**config.mk**
```make
export PLATFORM = sky130hd
export DESIGN_NAME = btn_debouncer_multi
export DESIGN_NICKNAME = d
export VERILOG_FILES = /design/src/rtl/btn_pkg.sv /design/src/rtl/btn_debounce_ch.sv /design/src/rtl/btn_debouncer_multi.sv
export SDC_FILE = /design/constraint.sdc
export NUM_CORES = 1
export LEC_CHECK = 0
export ABC_AREA = 1
export BUFFER_PORTS_ARGS = -buffer_cell sky130_fd_sc_hd__buf_2
export CAP_MARGIN = 20
export CORE_AREA = 8 8 171 108
export CTS_CLUSTER_DIAMETER = 60
export DETAILED_ROUTE_END_ITERATION = 6
export DIE_AREA = 0 0 179 116
export HOLD_SLACK_MARGIN = 0.1
export PLACE_DENSITY = 0.81
export REMOVE_ABC_BUFFERS = 1
export SLEW_MARGIN = 15
export SYNTH_ARGS = -nofsm -noshare
export SYNTH_HDL_FRONTEND = slang
export SYNTH_SLANG_ARGS = --single-unit
```
**constraint.sdc**
```tcl
create_clock -name clk -period 2.7 [get_ports clk]
set_input_delay 0.54 -clock clk [delete_from_list [all_inputs] [get_ports clk]]
set_output_delay 0.54 -clock clk [all_outputs]
set_load 0.005 [all_outputs]
```
**src/rtl/btn_pkg.sv**
```systemverilog
// Shared constants and types for the front-panel button debouncer.
package btn_pkg;

    localparam int DEFAULT_STABLE_CYCLES = 250_000;
    localparam int DEFAULT_REPEAT_DELAY  = 25_000_000;
    localparam int DEFAULT_REPEAT_PERIOD = 5_000_000;

    // Reference clock used to turn millisecond figures into cycle counts.
    localparam int CLK_HZ        = 50_000_000;
    localparam int CYCLES_PER_MS = CLK_HZ / 1000;

    typedef enum logic {
        PH_DELAY  = 1'b0,
        PH_PERIOD = 1'b1
    } rep_phase_t;

    function automatic int max2(input int a, input int b);
        return (a > b) ? a : b;
    endfunction

endpackage

```
**src/rtl/btn_debounce_ch.sv**
```systemverilog
// One button channel: synchroniser, stability qualifier, press/release
// strobes and optional hold-to-repeat generator.
module btn_debounce_ch
    import btn_pkg::*;
#(
    parameter int STABLE_CYCLES = DEFAULT_STABLE_CYCLES,
    parameter int ACTIVE_LOW    = 0,
    parameter int REPEAT_EN     = 1,
    parameter int REPEAT_DELAY  = DEFAULT_REPEAT_DELAY,
    parameter int REPEAT_PERIOD = DEFAULT_REPEAT_PERIOD
) (
    input  logic clk,
    input  logic rst,
    input  logic raw,
    output logic level,
    output logic press,
    output logic rel,
    output logic rpt,
    output logic press_next
);

    localparam int SW = $clog2(STABLE_CYCLES);
    localparam logic [SW-1:0] STAB_LAST = SW'(STABLE_CYCLES - 1);
    localparam logic IDLE = (ACTIVE_LOW != 0);

    logic          sync1;
    logic          sync2;
    logic          s;
    logic          accept;
    logic [SW-1:0] stab_cnt;

    // Synchroniser resets to the idle raw level so the normalised sample is 0.
    always_ff @(posedge clk) begin
        if (rst) begin
            sync1 <= IDLE;
            sync2 <= IDLE;
        end else begin
            sync1 <= raw;
            sync2 <= sync1;
        end
    end

    assign s = sync2 ^ IDLE;

    always_comb begin
        accept     = (s != level) && (stab_cnt == STAB_LAST);
        press_next = accept & s;
    end

    always_ff @(posedge clk) begin
        if (rst) begin
            level    <= 1'b0;
            stab_cnt <= '0;
            press    <= 1'b0;
            rel      <= 1'b0;
        end else begin
            press <= accept & s;
            rel   <= accept & ~s;
            if (s == level) begin
                stab_cnt <= '0;
            end else if (accept) begin
                level    <= s;
                stab_cnt <= '0;
            end else begin
                stab_cnt <= stab_cnt + 1'b1;
            end
        end
    end

    if (REPEAT_EN != 0) begin : g_rep
        localparam int HMAX = max2(REPEAT_DELAY, REPEAT_PERIOD);
        localparam int HW   = (HMAX > 1) ? $clog2(HMAX) : 1;
        localparam logic [HW-1:0] DLY_LAST = HW'(REPEAT_DELAY - 1);
        localparam logic [HW-1:0] PER_LAST = HW'(REPEAT_PERIOD - 1);

        rep_phase_t    phase;
        rep_phase_t    phase_n;
        logic [HW-1:0] hold_cnt;
        logic [HW-1:0] hold_cnt_n;
        logic          rpt_n;

        always_ff @(posedge clk) begin
            if (rst) begin
                phase    <= PH_DELAY;
                hold_cnt <= '0;
                rpt      <= 1'b0;
            end else begin
                phase    <= phase_n;
                hold_cnt <= hold_cnt_n;
                rpt      <= rpt_n;
            end
        end

        // Any accepted edge restarts the hold timer, which also keeps a
        // repeat from landing on a press or release cycle.
        always_comb begin
            phase_n    = phase;
            hold_cnt_n = hold_cnt + 1'b1;
            rpt_n      = 1'b0;
            if (accept || !level) begin
                phase_n    = PH_DELAY;
                hold_cnt_n = '0;
            end else if (phase == PH_DELAY) begin
                if (hold_cnt == DLY_LAST) begin
                    rpt_n      = 1'b1;
                    phase_n    = PH_PERIOD;
                    hold_cnt_n = '0;
                end
            end else if (hold_cnt == PER_LAST) begin
                rpt_n      = 1'b1;
                hold_cnt_n = '0;
            end
        end
    end else begin : g_norep
        assign rpt = 1'b0;
    end

endmodule

```
**src/rtl/btn_debouncer_multi.sv**
```systemverilog
// N-channel front-panel debouncer with press/release/repeat strobes and a
// combined any_press flag.
module btn_debouncer_multi
    import btn_pkg::*;
#(
    parameter int N_BTN         = 4,
    parameter int STABLE_CYCLES = DEFAULT_STABLE_CYCLES,
    parameter int ACTIVE_LOW    = 0,
    parameter int REPEAT_EN     = 1,
    parameter int REPEAT_DELAY  = DEFAULT_REPEAT_DELAY,
    parameter int REPEAT_PERIOD = DEFAULT_REPEAT_PERIOD
) (
    input  logic             clk,
    input  logic             rst,
    input  logic [N_BTN-1:0] btn_raw,
    output logic [N_BTN-1:0] btn_level,
    output logic [N_BTN-1:0] btn_press,
    output logic [N_BTN-1:0] btn_release,
    output logic [N_BTN-1:0] btn_repeat,
    output logic             any_press
);

    if (STABLE_CYCLES < 2) begin : g_bad_stable
        $error("STABLE_CYCLES must be at least 2");
    end
    if (REPEAT_DELAY < 1) begin : g_bad_delay
        $error("REPEAT_DELAY must be at least 1");
    end
    if (REPEAT_PERIOD < 1) begin : g_bad_period
        $error("REPEAT_PERIOD must be at least 1");
    end

    logic [N_BTN-1:0] press_next;

    for (genvar i = 0; i < N_BTN; i++) begin : g_ch
        btn_debounce_ch #(
            .STABLE_CYCLES (STABLE_CYCLES),
            .ACTIVE_LOW    (ACTIVE_LOW),
            .REPEAT_EN     (REPEAT_EN),
            .REPEAT_DELAY  (REPEAT_DELAY),
            .REPEAT_PERIOD (REPEAT_PERIOD)
        ) u_ch (
            .clk        (clk),
            .rst        (rst),
            .raw        (btn_raw[i]),
            .level      (btn_level[i]),
            .press      (btn_press[i]),
            .rel        (btn_release[i]),
            .rpt        (btn_repeat[i]),
            .press_next (press_next[i])
        );
    end

    // Registered from the pre-edge press terms so it lines up with btn_press.
    always_ff @(posedge clk) begin
        if (rst) begin
            any_press <= 1'b0;
        end else begin
            any_press <= |press_next;
        end
    end

endmodule

```
==> results.md <==
- Placed cells: roughly 1700
- Drt first pass iters: 7
- Initial antenna violation count: 0
- Nets: around 1500
- Critical path class: flop to flop
- Critical path launch point: g_ch[3].u_ch.stab_cnt[0]
- Worst-Skew Late Latency: approximately 500 ps
- Most flops, register: g_ch.u_ch.g_rep.hold_cnt
- Mapped Cells: 1469
- Xor and xnor fraction of the mapped netlist area: just over 7%
- Number of global-route vias before repair: 8110
- Maximum clock frequency: 534.8 MHz
- Arr. time, crit path: approximately 2300 ps
- Largest net degree at the start of global routing: 27
- Die X: 179 µm
- Post-layout util: slightly below 70%
- Worst path buffer plus inverter count: 1
- Post-route cell area: between 10000 and 15000 µm²
- Hold_buf cts: 0
- Yosys cell types: 41
- Final setup TNS: 0 ps
- CTS Buf Count: 20
- Synth warnings: 0
- Vias per cell: roughly 5.3
- H-tree Lvls: 1
- Biggest regs: g_ch.u_ch.g_rep.hold_cnt (100), g_ch.u_ch.stab_cnt (72)
- Worst VDD drop: 0.5752 mV
- Vias: 9035
- Simple-Gate Fraction of Synth Area: 40.04%
- Leakage power: around 3.9 nW
- Initial DRC count: ~950
- Core area: around 16000 µm²
- Largest cells by area after synthesis: dfxtp_1 (40%), nor2_1 (12%), nand2_1 (11%)
- Worst Tran Pin Value: 548.5 ps
- Rel. slew slack: between 60% and 70%
- Starting density of the core: between 60 and 70%
- Mux cell area share after synthesis: 0%
- Clock-pin slew on the worst setup and hold paths: about 60 ps
- Max-Cap Viols: 0
- Crit-path max FO: 26
- Slowest CP cell: nand3_2
- Place WS: 648.0 ps
- Fin crit share: around 70%
- Sink Count: 201
- Layout Skew: ~15 ps
- GPL Wtd Cong: between 0.9 and 1
- Hold_ws: approximately 270 ps
- Pwr dens: roughly 550 nW/µm²
- CTS tree: done
- Routed WL: about 22000 µm
- # fillers: ~1300
- Status: completed
- Antenna Violating Nets Remaining: 0
- Die area: around 21000 µm²
- FF/Latch Area: about 4000 µm²
- Post-CTS setup buffer count: 0
- Yosys top cell area share: 39.65%
- N_diodes: 0
- Root Driver: clkbuf_16
- Share of layout cells above drive strength 1: 7.548%
- Sequential area share after synthesis: around two fifths
- Largest family of logic cells by synthesized area: simple AND/OR/NAND/NOR gates
- Rows: 36
- Final std cells w/o fill: ~1700
- Setup repair after global routing missed its margin: false
- Total power: between 6 and 7 mW
- Grt ovf: 0
- Number of flip-flops in the largest register: 100
- Final setup fails: 0
- Num ports: 23
- Hold WC Path Type: input pin to flop
- CTS resizes: 0
- Area leader, netlist: dfxtp_1
- Final Max Slew Viols: 0
- Compound-Gate Fraction of Synth Area: 3.230%
- Sequence of cells on the critical path: ha_1, nand2_1, inv_1, nand3b_1, nor2_1, nand3_1, nand3_2, nor3_1
- Max Buffers Root-to-Sink: 3
- Final Hold Vio Count: 0
- Worst r2r src: g_ch[3].u_ch.stab_cnt[0]
- Final WS setup: 830.2 ps
- Mapped cell area: between 10000 and 15000 µm²
- Nature of the critical path endpoint: flop
- Hold Crit Start: btn_raw[2]
- Synthesis-stage register bit count: approximately 200
- IO buf count: 22
- Post-Synth Adder-Cell Area: 0.9863%
- GRT Total Usage: a little over a fifth
- CP delay by family, top: simple AND/OR/NAND/NOR gates
- First-pass GRT wire length: 38060 µm
- Die height: 116 µm
- HPWL after DPL: about 16000 µm
- Area added between synthesis and finish: 8.322%
- Syn_area_per_cell: ~6.9 µm²
- DRC errors left: 0
- Routed length per instance: between 10 and 15 µm
- Area after DPL: 10290 µm²
- Max incr delay on CP: ~430 ps
- CP Launch Type: flop
- Tmin final: around 1900 ps
- Multi-input combinational cell area: 5228 µm²
- WP data required: slightly above 3000 ps
==> placed cells by master, fill, tap and decap left out, types with 2 or more instances in the layout <==
cell	count
a21oi_1	30
buf_2	22
xor2_1	63
nand2_4	5
nand4_1	42
clkinv_1	2
bufinv_16	4
a21oi_2	2
xnor2_1	21
clkinv_2	5
or2_2	3
nand2_2	9
o21bai_1	4
nand2_1	310
a31oi_1	3
nor3b_1	8
dfxtp_1	201
nand3b_1	4
and3_1	3
clkbuf_1	4
nand3_1	92
nor2_2	14
nor2_1	312
or2_0	3
nor3_1	80
nor3_2	5
nand3_2	8
nor4_1	2
inv_2	2
nor2_4	8
inv_1	172
a21o_1	2
clkbuf_16	20
ha_1	8
o21ai_0	14
==> final cells by class <==
| class | count | share of cell area (%) |
|---|---|---|
| Clock buffer | 25 | 4.815 |
| Inverter | 176 | 6.010 |
| Tap cell | 209 | 2.379 |
| Multi-Input combinational cell | 1061 | 47.55 |
| Timing Repair Buffer | 23 | 1.070 |
| Clock inverter | 11 | 1.571 |
| Sequential cell | 201 | 36.60 |
==> routing by layer <==
metal | vias to the layer above | wire (µm) | global-route usage (%)
met5 | - | 0 | 0
met4 | 0 | 318 | 4.498
met3 | 26 | 1600 | 3.807
met2 | 274 | 8404 | 30.78
met1 | 4080 | 11740 | 33.37
li1 | 4655 | - | -
==> worst paths after layout <==
kind	slack, ps	endpoint	depth (start not counted)
max	830	g_ch[3].u_ch.g_rep.hold_cnt[5]	8
min	270	g_ch[2].u_ch.sync1	3
max reg2reg	830	g_ch[3].u_ch.g_rep.hold_cnt[5]	8
min reg2reg	400	g_ch[1].u_ch.s	2
==> cells by family after synthesis <==
group / Yosys count
xor gates and xnor gates: 84
buffers and inverters: 207
adders and majority gates: 8
AOI/OAI and AO/OA: 59
DFF: 201
and+or+nand+nor: 910
==> report_power, final <==
| group | internal (mW) | leakage, nW | switching (mW) | total, mW |
|---|---|---|---|---|
| clock network | 1.79 | 0.347 | 1.19 | 2.99 |
| registers | 2.97 | 1.62 | 0.00475 | 2.98 |
| logic | 0.0117 | 1.89 | 0.0287 | 0.0404 |
==> Yosys cell counts, drive strengths merged <==
cell type	instances
a21boi	1
a21o	2
a21oi	32
a31oi	3
and3	3
buf	30
clkbuf	1
clkinv	2
dfxtp	201
ha	8
inv	174
nand2	324
nand3	101
nand3b	4
nand4	42
nor2	334
nor3	85
nor3b	8
nor4	2
o211ai	1
o21ai	15
o21bai	4
o22ai	1
or2	7
xnor2	21
xor2	63
==> tightest hold or removal path, cell delays in order <==
cell and delay (ps):
buf_2 110, inv_1 40, nor2_1 30
(Power assumes the default switching activity.)
